`config.mk`:
```
export PLATFORM = sky130hd
export DESIGN_NAME = traffic_light_fsm
export DESIGN_NICKNAME = d
export VERILOG_FILES = /design/src/rtl/traffic_light_fsm.sv
export SDC_FILE = /design/constraint.sdc
export NUM_CORES = 1
export LEC_CHECK = 0
export CAP_MARGIN = 20
export CORE_MARGIN = 2
export CORE_UTILIZATION = 50
export CTS_BUF_LIST = sky130_fd_sc_hd__clkbuf_8
export CTS_CLUSTER_DIAMETER = 120
export CTS_CLUSTER_SIZE = 20
export DETAILED_ROUTE_END_ITERATION = 6
export PLACE_DENSITY_LB_ADDON = 0.1
export SLEW_MARGIN = 0
export SYNTH_ARGS = -nofsm -noshare
export SYNTH_HDL_FRONTEND = slang
export SYNTH_SLANG_ARGS = --single-unit
```
`constraint.sdc`:
```
create_clock -name clk -period 2.3 [get_ports clk]
set_clock_uncertainty 0.05 [all_clocks]
set_input_delay 0.575 -clock clk [delete_from_list [all_inputs] [get_ports clk]]
set_output_delay 0.575 -clock clk [all_outputs]
set_load 0.02 [all_outputs]
```
`src/rtl/traffic_light_fsm.sv`:
```
// traffic_light_fsm: main/side/walk sequencing controller with programmable intervals.
// Optional macro WALK_COUNTDOWN_EN adds the registered Walk_Remain output.
module traffic_light_fsm #(
    parameter int T_BASE = 6,
    parameter int T_EXT  = 3,
    parameter int T_YEL  = 2,
    parameter int CNT_W  = 4
) (
    input  logic             clk,
    input  logic             Reset_n,
    input  logic             Tick_1Hz,
    input  logic             Reset_Sync,
    input  logic             Sensor_Sync,
    input  logic             WR_Sync,
    input  logic             Prog_Sync,
    input  logic [1:0]       Time_Param_Sel,
    input  logic [CNT_W-1:0] Time_Value,
    output logic [2:0]       Main_Lights,
    output logic [2:0]       Side_Lights,
    output logic             Walk_Lamp,
`ifdef WALK_COUNTDOWN_EN
    output logic [CNT_W-1:0] Walk_Remain,
`endif
    output logic [2:0]       State
);

    typedef enum logic [2:0] {
        MAIN_GRN  = 3'd0,
        MAIN_GRN2 = 3'd1,
        MAIN_YEL  = 3'd2,
        WALK      = 3'd3,
        SIDE_GRN  = 3'd4,
        SIDE_EXT  = 3'd5,
        SIDE_YEL  = 3'd6
    } state_t;

    localparam logic [CNT_W-1:0] BASE_RST = CNT_W'(T_BASE);
    localparam logic [CNT_W-1:0] EXT_RST  = CNT_W'(T_EXT);
    localparam logic [CNT_W-1:0] YEL_RST  = CNT_W'(T_YEL);
    localparam logic [CNT_W-1:0] ONE      = CNT_W'(1);

    state_t           state_q, state_d;
    logic [CNT_W-1:0] timer_q, timer_d;
    logic [CNT_W-1:0] base_q, base_d;
    logic [CNT_W-1:0] ext_q, ext_d;
    logic [CNT_W-1:0] yel_q, yel_d;
    logic             pend_q, pend_d;
    logic             prog_prev_q;
    logic [2:0]       main_q, main_d;
    logic [2:0]       side_q, side_d;
    logic             lamp_q, lamp_d;
    logic             prog_ev;
    logic [CNT_W-1:0] prog_val;
`ifdef WALK_COUNTDOWN_EN
    logic [CNT_W-1:0] remain_q, remain_d;
`endif

    // Interval each state times out after.
    function automatic logic [CNT_W-1:0] interval_of(
        input state_t           s,
        input logic [CNT_W-1:0] b,
        input logic [CNT_W-1:0] e,
        input logic [CNT_W-1:0] y
    );
        unique case (s)
            WALK, SIDE_EXT:     interval_of = e;
            MAIN_YEL, SIDE_YEL: interval_of = y;
            default:            interval_of = b;
        endcase
    endfunction

    assign prog_ev  = Prog_Sync & ~prog_prev_q;
    assign prog_val = (Time_Value == '0) ? ONE : Time_Value;

    // Next state, timer, interval bank, walk latch and registered light values.
    always_comb begin
        state_d = state_q;
        timer_d = timer_q;
        base_d  = base_q;
        ext_d   = ext_q;
        yel_d   = yel_q;
        pend_d  = pend_q | WR_Sync;
        if (Reset_Sync) begin
            state_d = MAIN_GRN;
            timer_d = base_q;
            pend_d  = 1'b0;
        end else if (prog_ev) begin
            unique case (Time_Param_Sel)
                2'b00:   base_d = prog_val;
                2'b01:   ext_d  = prog_val;
                2'b10:   yel_d  = prog_val;
                default: ;
            endcase
            state_d = MAIN_GRN;
            timer_d = base_d;
        end else if (Tick_1Hz) begin
            if (timer_q == ONE) begin
                unique case (state_q)
                    MAIN_GRN:  state_d = Sensor_Sync ? MAIN_YEL : MAIN_GRN2;
                    MAIN_GRN2: state_d = MAIN_YEL;
                    MAIN_YEL:  state_d = pend_q ? WALK : SIDE_GRN;
                    WALK:      state_d = SIDE_GRN;
                    SIDE_GRN:  state_d = Sensor_Sync ? SIDE_EXT : SIDE_YEL;
                    SIDE_EXT:  state_d = SIDE_YEL;
                    default:   state_d = MAIN_GRN;
                endcase
                timer_d = interval_of(state_d, base_q, ext_q, yel_q);
                if (state_d == WALK) pend_d = 1'b0;
            end else begin
                timer_d = timer_q - ONE;
            end
        end

        main_d = 3'b100;
        side_d = 3'b100;
        lamp_d = 1'b0;
        unique case (state_d)
            MAIN_GRN, MAIN_GRN2: main_d = 3'b001;
            MAIN_YEL:            main_d = 3'b010;
            WALK:                lamp_d = 1'b1;
            SIDE_GRN, SIDE_EXT:  side_d = 3'b001;
            SIDE_YEL:            side_d = 3'b010;
            default: begin
                main_d = 3'b001;
                side_d = 3'b100;
            end
        endcase
`ifdef WALK_COUNTDOWN_EN
        remain_d = (state_d == WALK) ? timer_d : '0;
`endif
    end

    // State, timer, intervals, walk latch and all outputs update together.
    always_ff @(posedge clk or negedge Reset_n) begin
        if (!Reset_n) begin
            state_q     <= MAIN_GRN;
            timer_q     <= BASE_RST;
            base_q      <= BASE_RST;
            ext_q       <= EXT_RST;
            yel_q       <= YEL_RST;
            pend_q      <= 1'b0;
            prog_prev_q <= 1'b0;
            main_q      <= 3'b001;
            side_q      <= 3'b100;
            lamp_q      <= 1'b0;
`ifdef WALK_COUNTDOWN_EN
            remain_q    <= '0;
`endif
        end else begin
            state_q     <= state_d;
            timer_q     <= timer_d;
            base_q      <= base_d;
            ext_q       <= ext_d;
            yel_q       <= yel_d;
            pend_q      <= pend_d;
            prog_prev_q <= Prog_Sync;
            main_q      <= main_d;
            side_q      <= side_d;
            lamp_q      <= lamp_d;
`ifdef WALK_COUNTDOWN_EN
            remain_q    <= remain_d;
`endif
        end
    end

    assign Main_Lights = main_q;
    assign Side_Lights = side_q;
    assign Walk_Lamp   = lamp_q;
    assign State       = state_q;
`ifdef WALK_COUNTDOWN_EN
    assign Walk_Remain = remain_q;
`endif

endmodule
```
==> impl_metrics.tcl <==
set metrics [dict create \
    viasPerCell 5.524 \
    grt_use_total_pct 22.15 \
    detail_route.first_pass.iterations 4 \
    wl_per_cell_um 15.66 \
    intPower_mw 0.9674 \
    synth_top_area_cell "dfrtp_1" \
    power_density_mw_per_mm2 678.5 \
    drc 0 \
    clock_path_buffers 2 \
    cp.arrival_ns 1.55 \
    grt_max_degree 29 \
    seq_power_share_pct 49.0 \
    synth-seq-cells 28 \
    outcome "finished, final reports clean" \
    core_mm2 0.003028 \
    num_rows 20 \
    rsz0062_at_grt "false" \
    ys_types 48 \
    clock_sinks 28 \
    pwr-share-clk_pct 29.2 \
    critPathMaxFanout 11 \
    p_sw_mw 0.3655 \
    finalHoldViolations 0 \
    finalCriticalPeriod_ns 2.173 \
    synth-main-ff-cell "dfrtp_1" \
    gr-total-overflow 0 \
    holdBufCountCts 0 \
    die_x_um 60.04 \
    reg2reg_to "Side_Lights[1]" \
    crit_end "State[0]" \
    clk_pin_slew_ns 0.09 \
    synth_commonest_cells "19 x dfrtp_1, 15 x nor2_1, 10 x nand2_1" \
    setup_violations 0 \
    finalNetCount 199 \
    p_comb_share_pct 21.8 \
    tightest_slew_ns 0.4607 \
    seq_area_frac_synth_pct 45.34 \
    worst_hold_slack_ns 0.4654 \
    synth.most_common_cell "dfrtp_1" \
    rr_worst_depth 7 \
    initial_core_util_pct 51.86 \
    final_antenna_net_count 0 \
    crit_path_start_kind "flip-flop" \
    path_class "reg -> out" \
    grt_pass1_vias 1196 \
    syn_inst 150 \
    die_h_um 60.04 \
    slowest_stage "clkdlybuf4s50_1" \
    gp_congestion 0.8942 \
    critical_path.startpoint "State[0]" \
    layout_setup_ws_ns 0.1266 \
    cts_buffers 3 \
    fmax_mhz 460.1 \
    cts_tree "done" \
    post-place-ws_ns -0.02564 \
    grt_pass1_wl_um 5871 \
    areaGrowthSynthToFinish_pct 25.10 \
    via_count 1254 \
    final_util_pct 64.88 \
    num_antenna_cells 0 \
    regToRegStartpoint "timer_q[1]" \
    synth_area_mm2 0.001570 \
    synth_area_leaders "dfrtp_1 30%, dfstp_2 15%, mux2_2 6.5%" \
    boundaryPins 23 \
    clkLatencyLatePin_ns 0.28 \
    antenna_found_initial 0 \
    async_flop_share_pct 100.0 \
    htreeDepth 1 \
    regToRegSetupSlack_ns 0.23 \
    endpoint_kind "output port" \
    syn_nets 165 \
    postCtsResizedCells 0 \
    yosysWarnings 0 \
    path_cells "clkdlybuf4s50_1" \
    slowest_delay_ns 0.68 \
    cp_num_cells 1 \
    totalWireLength_um 3554 \
    cp.required_ns 1.67 \
    timing.final.crit_share_pct 94.50 \
    cts_setup_buffers 0 \
    synth_edf_count 0 \
    die_area_mm2 0.003605 \
    critical-path-top-delay-family "buffers and inverters" \
    hp-class "reg -> reg" \
    synth_top_area_share_pct 30.28 \
    switching_share_pct 27.42 \
    final_max_slew_viol_count 0 \
    dpl.hpwl_um 2730 \
    io_buffers 22 \
    max_slew_margin_pct 68.84 \
    power_mw 1.333 \
    max-cap-violations 0 \
    leakage_nw 0.8218 \
    setup_tns_ns 0 \
    drive_gt1_share_pct 25.68 \
    synth_area_per_cell_um2 10.47 \
    drtIter0Drc 82 \
    cp_num_buf_inv 1 \
    irDropWorstVdd_mv 0.4504 \
    cts-root-buf "clkbuf_8" \
]
[flip-flops by register name (all words and copies together), names as in the netlist]
| name | flops |
|---|---|
| prog_prev_q | 1 |
| Main_Lights | 3 |
| yel_q | 4 |
| base_q | 4 |
| pend_q | 1 |
| Walk_Lamp | 1 |
| timer_q | 4 |
| State | 3 |
| Side_Lights | 3 |
| ext_q | 4 |
[power groups by stage]
stage / logic (mW) / registers, mW / clock network (mW)
2_1_floorplan: 0.198 / 0.633 / 0
3_3_place_gp: 0.278 / 0.656 / 0
3_5_place_dp: 0.287 / 0.659 / 0
4_1_cts: 0.290 / 0.650 / 0.400
5_1_grt: 0.322 / 0.660 / 0.419
6_report: 0.290 / 0.653 / 0.390
[metrics by stage]
stage / area (µm²) / std cells
2_1_floorplan: 1570 / 150
3_3_place_gp: 1893 / 223
3_5_place_dp: 1893 / 223
4_1_cts: 1964 / 227
5_1_grt: 1964 / 227
6_report: 1964 / 227
[worst min path at each step]
stage,cells after the start,from,endpoint,slack (ns)
6_report,2,yel_q[0],yel_q[0],0.47
5_1_grt,2,yel_q[0],yel_q[0],0.48
4_1_cts,2,yel_q[0],yel_q[0],0.46
3_5_place_dp,2,yel_q[0],yel_q[0],0.44
3_3_place_gp,2,yel_q[0],yel_q[0],0.43
2_1_floorplan,0,Reset_n,Main_Lights[1],0.23
[routing by layer]
metal / wire, µm / vias up / GRT usage [%]
li1: - / 611 / -
met1: 1731 / 618 / 32.32
met2: 1663 / 19 / 33.07
met3: 100 / 6 / 3.896
met4: 59 / 0 / 7.619
met5: 0 / - / 0
[logic make-up after synthesis]
family                   after synthesis  synth area share [%]
buffers and inverters                 10                 3.665
AND/OR/NAND/NOR                       58                 20.64
adder cells (fa/ha/maj)                2                 1.593
AO/OA/AOI/OAI                         38                 19.36
multiplexers                          11                 7.729
flip-flops                            28                 45.34
XOR/XNOR                               3                 1.674
[cell type report]
| class | count | area (µm²) |
|---|---|---|
| flip-flops and latches | 28 | 711.9 |
| repair buffers | 33 | 302.8 |
| inverters | 6 | 22.52 |
| multi-input cells | 112 | 800.8 |
| well taps | 44 | 55.05 |
| fillers | 256 | 1064 |
| clock buffers | 3 | 41.29 |
| clock inverters | 1 | 30.03 |
[placed cells by master, fill, tap and decap left out, types with 3 or more instances in the layout]
| cell | netlist | layout |
|---|---|---|
| mux2_2 | 9 | 9 |
| dfrtp_1 | 19 | 19 |
| dfstp_2 | 9 | 9 |
| inv_1 | 6 | 6 |
| buf_4 | 1 | 11 |
| a31oi_1 | 3 | 3 |
| nand2_1 | 10 | 10 |
| nand3_1 | 4 | 4 |
| clkdlybuf4s50_1 | 0 | 22 |
| nor2_1 | 15 | 15 |
| nand3b_1 | 3 | 3 |
| clkbuf_8 | 0 | 3 |
| a21oi_1 | 7 | 7 |
| o21ai_0 | 4 | 4 |
| nor3_1 | 6 | 6 |
| nand2b_1 | 6 | 6 |
| nor2b_1 | 3 | 3 |
Note: power is estimated with default switching activity, not from simulation.
